--- src/rtl/d_mem_arbiter.sv ---
// ---------------------------------------------------------------------------
// d_mem_arbiter
//
// Two-port arbiter and sequencer in front of the 16-bit-word, byte-addressed
// data memory. Port 0 is the pipeline MEM stage, port 1 the debug/loader
// port. Each accepted request takes one ACCESS cycle on the memory bus and
// one RESP cycle in which the owner receives its completion pulse.
// Port 0 has fixed priority. Port 1 is forced through after STARVE_LIMIT
// consecutive lost arbitrations.
//
// Ports
//   clk                    system clock, rising edge
//   reset                  asynchronous, active-low reset
//   pN_req/we/addr/wdata   request from port N (held stable until pN_gnt)
//   pN_gnt                 request accepted this cycle (combinational)
//   pN_rsp_valid           one-cycle completion pulse
//   pN_rdata / pN_err      read data / out-of-range flag, valid with rsp
//   d_mem_addr             memory byte address (holds between accesses)
//   d_mem_opertn, wr_rd    memory operation enable / 1 = write
//   d_mem_wr_data_l/h      write bytes for addr / addr+1 (zero when idle)
//   d_mem_rd_data_l/h      registered read bytes from the memory
//   busy                   arbiter is not idle
// ---------------------------------------------------------------------------
module d_mem_arbiter #(
    parameter int MEM_BYTES    = 128,
    parameter int STARVE_LIMIT = 4
) (
    input  logic        clk,
    input  logic        reset,
    input  logic        p0_req,
    input  logic        p0_we,
    input  logic [15:0] p0_addr,
    input  logic [15:0] p0_wdata,
    output logic        p0_gnt,
    output logic        p0_rsp_valid,
    output logic [15:0] p0_rdata,
    output logic        p0_err,
    input  logic        p1_req,
    input  logic        p1_we,
    input  logic [15:0] p1_addr,
    input  logic [15:0] p1_wdata,
    output logic        p1_gnt,
    output logic        p1_rsp_valid,
    output logic [15:0] p1_rdata,
    output logic        p1_err,
    output logic [15:0] d_mem_addr,
    output logic        d_mem_opertn,
    output logic        wr_rd,
    output logic [7:0]  d_mem_wr_data_l,
    output logic [7:0]  d_mem_wr_data_h,
    input  logic [7:0]  d_mem_rd_data_l,
    input  logic [7:0]  d_mem_rd_data_h,
    output logic        busy
);

    localparam logic [1:0]  ST_IDLE    = 2'd0;
    localparam logic [1:0]  ST_ACCESS  = 2'd1;
    localparam logic [1:0]  ST_RESP    = 2'd2;
    // Highest legal low-byte address: the access also touches addr+1.
    localparam logic [15:0] ADDR_LAST  = 16'(MEM_BYTES - 2);
    localparam logic [3:0]  STARVE_MAX = 4'(STARVE_LIMIT);

    function automatic logic [3:0] starve_sat_inc(input logic [3:0] cnt);
        logic [3:0] nxt;
        if (cnt >= STARVE_MAX) begin
            nxt = STARVE_MAX;
        end else begin
            nxt = cnt + 4'd1;
        end
        return nxt;
    endfunction

    logic [1:0]  state;
    logic [3:0]  starve_cnt;
    logic        owner_p1;
    logic [15:0] mem_addr_lat;
    logic        we_lat;
    logic [15:0] wdata_lat;
    logic        err_lat;

    logic        arb_slot;
    logic        p1_wins;
    logic        any_gnt;
    logic [15:0] sel_addr;
    logic        in_access;
    logic        in_resp;
    logic        access_ok;
    logic        read_ok;

    // Arbitration happens in IDLE and RESP. Gating with reset keeps both
    // grants low while reset is asserted.
    assign arb_slot = reset && ((state == ST_IDLE) || (state == ST_RESP));
    assign p1_wins  = p1_req && (!p0_req || (starve_cnt == STARVE_MAX));
    assign p1_gnt   = arb_slot && p1_wins;
    assign p0_gnt   = arb_slot && p0_req && !p1_wins;
    assign any_gnt  = p0_gnt || p1_gnt;
    assign sel_addr = p1_gnt ? p1_addr : p0_addr;

    // Grant -> ACCESS boundary: control state
    always_ff @(posedge clk or negedge reset) begin
        if (!reset) begin
            state        <= ST_IDLE;
            starve_cnt   <= 4'd0;
            owner_p1     <= 1'b0;
            mem_addr_lat <= 16'd0;
        end else begin
            case (state)
                ST_IDLE, ST_RESP: state <= any_gnt ? ST_ACCESS : ST_IDLE;
                ST_ACCESS:        state <= ST_RESP;
                default:          state <= ST_IDLE;
            endcase

            if (arb_slot) begin
                if (!p1_req || p1_gnt) begin
                    starve_cnt <= 4'd0;
                end else begin
                    starve_cnt <= starve_sat_inc(starve_cnt);
                end
            end

            if (any_gnt) begin
                owner_p1 <= p1_gnt;
                // Out-of-range requests never reach the bus, so the bus
                // address keeps its previous value for them.
                if (sel_addr <= ADDR_LAST) begin
                    mem_addr_lat <= sel_addr;
                end
            end
        end
    end

    // Grant -> ACCESS boundary: request payload
    always_ff @(posedge clk) begin
        if (any_gnt) begin
            we_lat    <= p1_gnt ? p1_we : p0_we;
            wdata_lat <= p1_gnt ? p1_wdata : p0_wdata;
            err_lat   <= (sel_addr > ADDR_LAST);
        end
    end

    // ACCESS: memory bus drive
    assign in_access       = (state == ST_ACCESS);
    assign access_ok       = in_access && !err_lat;
    assign d_mem_opertn    = access_ok;
    assign wr_rd           = access_ok && we_lat;
    assign d_mem_addr      = mem_addr_lat;
    assign d_mem_wr_data_l = access_ok ? wdata_lat[7:0]  : 8'd0;
    assign d_mem_wr_data_h = access_ok ? wdata_lat[15:8] : 8'd0;

    // RESP: completion to the owner
    assign in_resp      = (state == ST_RESP);
    assign read_ok      = !we_lat && !err_lat;
    assign p0_rsp_valid = in_resp && !owner_p1;
    assign p1_rsp_valid = in_resp && owner_p1;
    assign p0_rdata     = (p0_rsp_valid && read_ok) ? {d_mem_rd_data_h, d_mem_rd_data_l} : 16'd0;
    assign p1_rdata     = (p1_rsp_valid && read_ok) ? {d_mem_rd_data_h, d_mem_rd_data_l} : 16'd0;
    assign p0_err       = p0_rsp_valid && err_lat;
    assign p1_err       = p1_rsp_valid && err_lat;

    assign busy = (state != ST_IDLE);

endmodule

--- config.mk ---
export PLATFORM = sky130hd
export DESIGN_NAME = d_mem_arbiter
export DESIGN_NICKNAME = d
export VERILOG_FILES = /design/src/rtl/d_mem_arbiter.sv
export SDC_FILE = /design/constraint.sdc
export NUM_CORES = 1
export LEC_CHECK = 0
export CAP_MARGIN = 15
export CELL_PAD_IN_SITES_DETAIL_PLACEMENT = 2
export CELL_PAD_IN_SITES_GLOBAL_PLACEMENT = 2
export CORE_MARGIN = 2
export CORE_UTILIZATION = 19
export CTS_CLUSTER_SIZE = 25
export DETAILED_ROUTE_END_ITERATION = 6
export GPL_ROUTABILITY_DRIVEN = 0
export HOLD_SLACK_MARGIN = 0.08
export PLACE_DENSITY = 0.76
export SLEW_MARGIN = 0
export SYNTH_ARGS = -nofsm -noshare
export SYNTH_HDL_FRONTEND = slang
export SYNTH_SLANG_ARGS = --single-unit
export TNS_END_PERCENT = 20
--- constraint.sdc ---
create_clock -name clk -period 3.1 [get_ports clk]
set_clock_uncertainty 0.15 [all_clocks]
set_input_delay 0.775 -clock clk [delete_from_list [all_inputs] [get_ports clk]]
set_output_delay 0.775 -clock clk [all_outputs]
set_load 0.1 [all_outputs]
==> impl_metrics.csv <==
group,metric,value,unit
run_status,status,"finished, final reports clean",
clock_tree,cts_root_buf,"clkbuf_16",
detailed_routing,drt_first_pass_iters,4,
critical_path,cp_max_fo,4,
sta,period_share,95.9,%
grt,grt_max_degree,25,
grt,grt_pass1_vias,2408,
synthesis,synth_cell_type_count,37,
sta,setup-tns-final,0,ns
placement,dp_hpwl,6.88,mm
grt,grt_pass1_wl,13.0,mm
placement,dp.cells,493,
detailed_routing,wl,8.12,mm
cells_and_area,utilization,41.6,%
cells_and_area,fin_area,4730,um^2
critical_path,critPathLaunchType,"input port",
critical_path,critPathKind,"input port to primary output",
cells_and_area,mostFrequentLayoutCell,"clkdlybuf4s50_1",
synthesis,synth_seq_cells,41,
sta,setup-violations-final,0,
cells_and_area,layout-drive-gt1-share,44.4,%
grt,grt-ovfl-total,0,
detailed_routing,drc,0,
floorplanning,die_h,112,um
detailed_routing,vias,2103,
clock_tree,cts_sinks,41,
floorplanning,die_w,112,um
clock_tree,cts_resized,0,
sta,period_needed,2.97,ns
detailed_routing,routed.top_layer,"met4",
clock_tree,htree_levels,2,
clock_tree,holdBufCountCts,0,
floorplanning,dieArea,12500,um^2
floorplanning,core-area,11400,um^2
synthesis,async_flop_share,56.1,%
clock_tree,clk_latency,0.28,ns
cells_and_area,final_cell_mix,"85 x clkdlybuf4s50_1, 52 x buf_12, 38 x and2_1, 33 x buf_4, 30 x mux2_2",
floorplanning,fp-row-count,39,
sta,fmaxAchievable,0.336,GHz
placement,dpl_cell_area,4560,um^2
clock_tree,cts_buffers,5,
cells_and_area,antenna_cells,0,
min_path,worstHoldPathType,"flip-flop to flip-flop",
pwr,peakVddDrop,0.216,mV
synthesis,avgSynthCellArea,11.8,um^2
flow_run,max_cap_viol_count,0,
cells_and_area,area_delta_synth_final,114,%
detailed_routing,met1_length,3.21,mm
floorplanning,pin_count,159,
cells_and_area,fin_nets,445,
synthesis,syn_nets,275,
sta,rsz0062_at_grt,"false",
detailed_routing,viasPerCell,4.20,
detailed_routing,detailedRoute.firstIterationViolations,28,
critical_path,critical_path_required,2.17,ns
clock_tree,cts_tree,"yes",
critical_path,crit_path_end_kind,"primary output",
placement,dpl_worst_slack,0.117,ns
sta,hold_violations,0,
sta,setup_ws,0.127,ns
pwr,total_power,1.56,mW
pwr,p_leak,1.95,nW
placement,port_buffers,158,
floorplanning,start_util,19.5,%
grt,track_usage,12.9,%
clock_tree,cts.path.max_buffers,2,
detailed_routing,routedWlPerCell,16.2,um
synthesis,synth-edff-count,18,
clock_tree,postCtsSetupBuffers,0,
sta,tightest_slew,0.356,ns
critical_path,cp.arrival,2.05,ns
clock_tree,clk_pin_slew,0.06,ns
sta,maxSlewViolCount,0,
synthesis,synth-seq-area-share,50.4,%
sta,max_slew_margin,76.2,%
synthesis,syn-cell-area,2210,um^2
synthesis,yosys_warnings,0,
synthesis,synth-main-ff-cell,"dfrtp_1",
sta,holdWs,0.337,ns
detailed_routing,antenna_left,0,
synthesis,synth_cells,187,
detailed_routing,wl_met2,4.19,mm
detailed_routing,wl_met3,685,um
cells_and_area,fin_cells,501,
pwr,power_density,331,nW/um^2
grt,antenna_found_initial,0,
==> registers in the layout, indices dropped and copies added (netlist names) <==
register    count
wdata_lat      16
state           2
err_lat         1
starve_cnt      4
we_lat          1
d_mem_addr     16
owner_p1        1
==> cells in the mapped netlist (2+ instances only) <==
library cell	n	area (um^2)
dfrtp_1	23	576
edfxtp_1	18	541
ha_1	2	25.0
nor2_1	6	22.5
nand2_1	2	7.51
nand3_1	3	15.0
nand4_1	2	12.5
inv_1	4	15.0
buf_2	2	10.0
mux2_2	30	338
nor2b_1	3	18.8
clkbuf_1	3	11.3
and2_1	55	344
nor3b_1	3	22.5
and2_2	6	45.0
nor3_2	2	20.0
nor3_1	3	15.0
==> routing by layer <==
layer | vias to the layer above | global-route usage (%)
met4 | 0 | 1.95
met1 | 1011 | 14.7
met5 | - | 0
met2 | 106 | 23.9
li1 | 982 | -
met3 | 4 | 4.35
==> area by class of cell <==
cell class	count	area, um^2
Sequential cell	41	1120
Inverter	4	15.0
Fill cell	1168	6640
Clock buffer	5	125
Timing Repair Buffer	170	2140
Clock inverter	3	46.3
Multi-Input combinational cell	135	1110
Tap cell	143	179
==> where the power goes <==
group	total [mW]	switching (mW)	internal, mW
registers	0.609	0.0134	0.596
clock network	0.607	0.226	0.381
logic	0.348	0.174	0.174
==> final timing paths <==
check | start | endpoint | cells after the start | slack, ns
setup / recovery | reset | p0_gnt | 6 | 0.13
hold / removal | state[1] | state[1] | 1 | 0.34
setup reg to reg | starve_cnt[0] | d_mem_addr[6] | 8 | 0.76
hold reg to reg | state[1] | state[1] | 1 | 0.34
max in group asynchronous | reset | starve_cnt[0] | 2 | 1.74
min in group asynchronous | reset | d_mem_addr[2] | 2 | 0.81
==> critical path, stage by stage <==
cell and delay (ns):
clkdlybuf4s50_1 0.53, nand2b_2 0.10, a211oi_4 0.22, buf_4 0.18
nor3_4 0.05, buf_12 0.17
==> kinds of logic after synthesis <==
| family | synth area share (%) |
|---|---|
| mux | 15.9 |
| flops | 50.4 |
| simple gates | 27.0 |
| compound gates | 3.00 |
| fa+ha+maj | 1.13 |
| buf+inv | 2.49 |
Note: power is estimated with default switching activity, not from simulation.
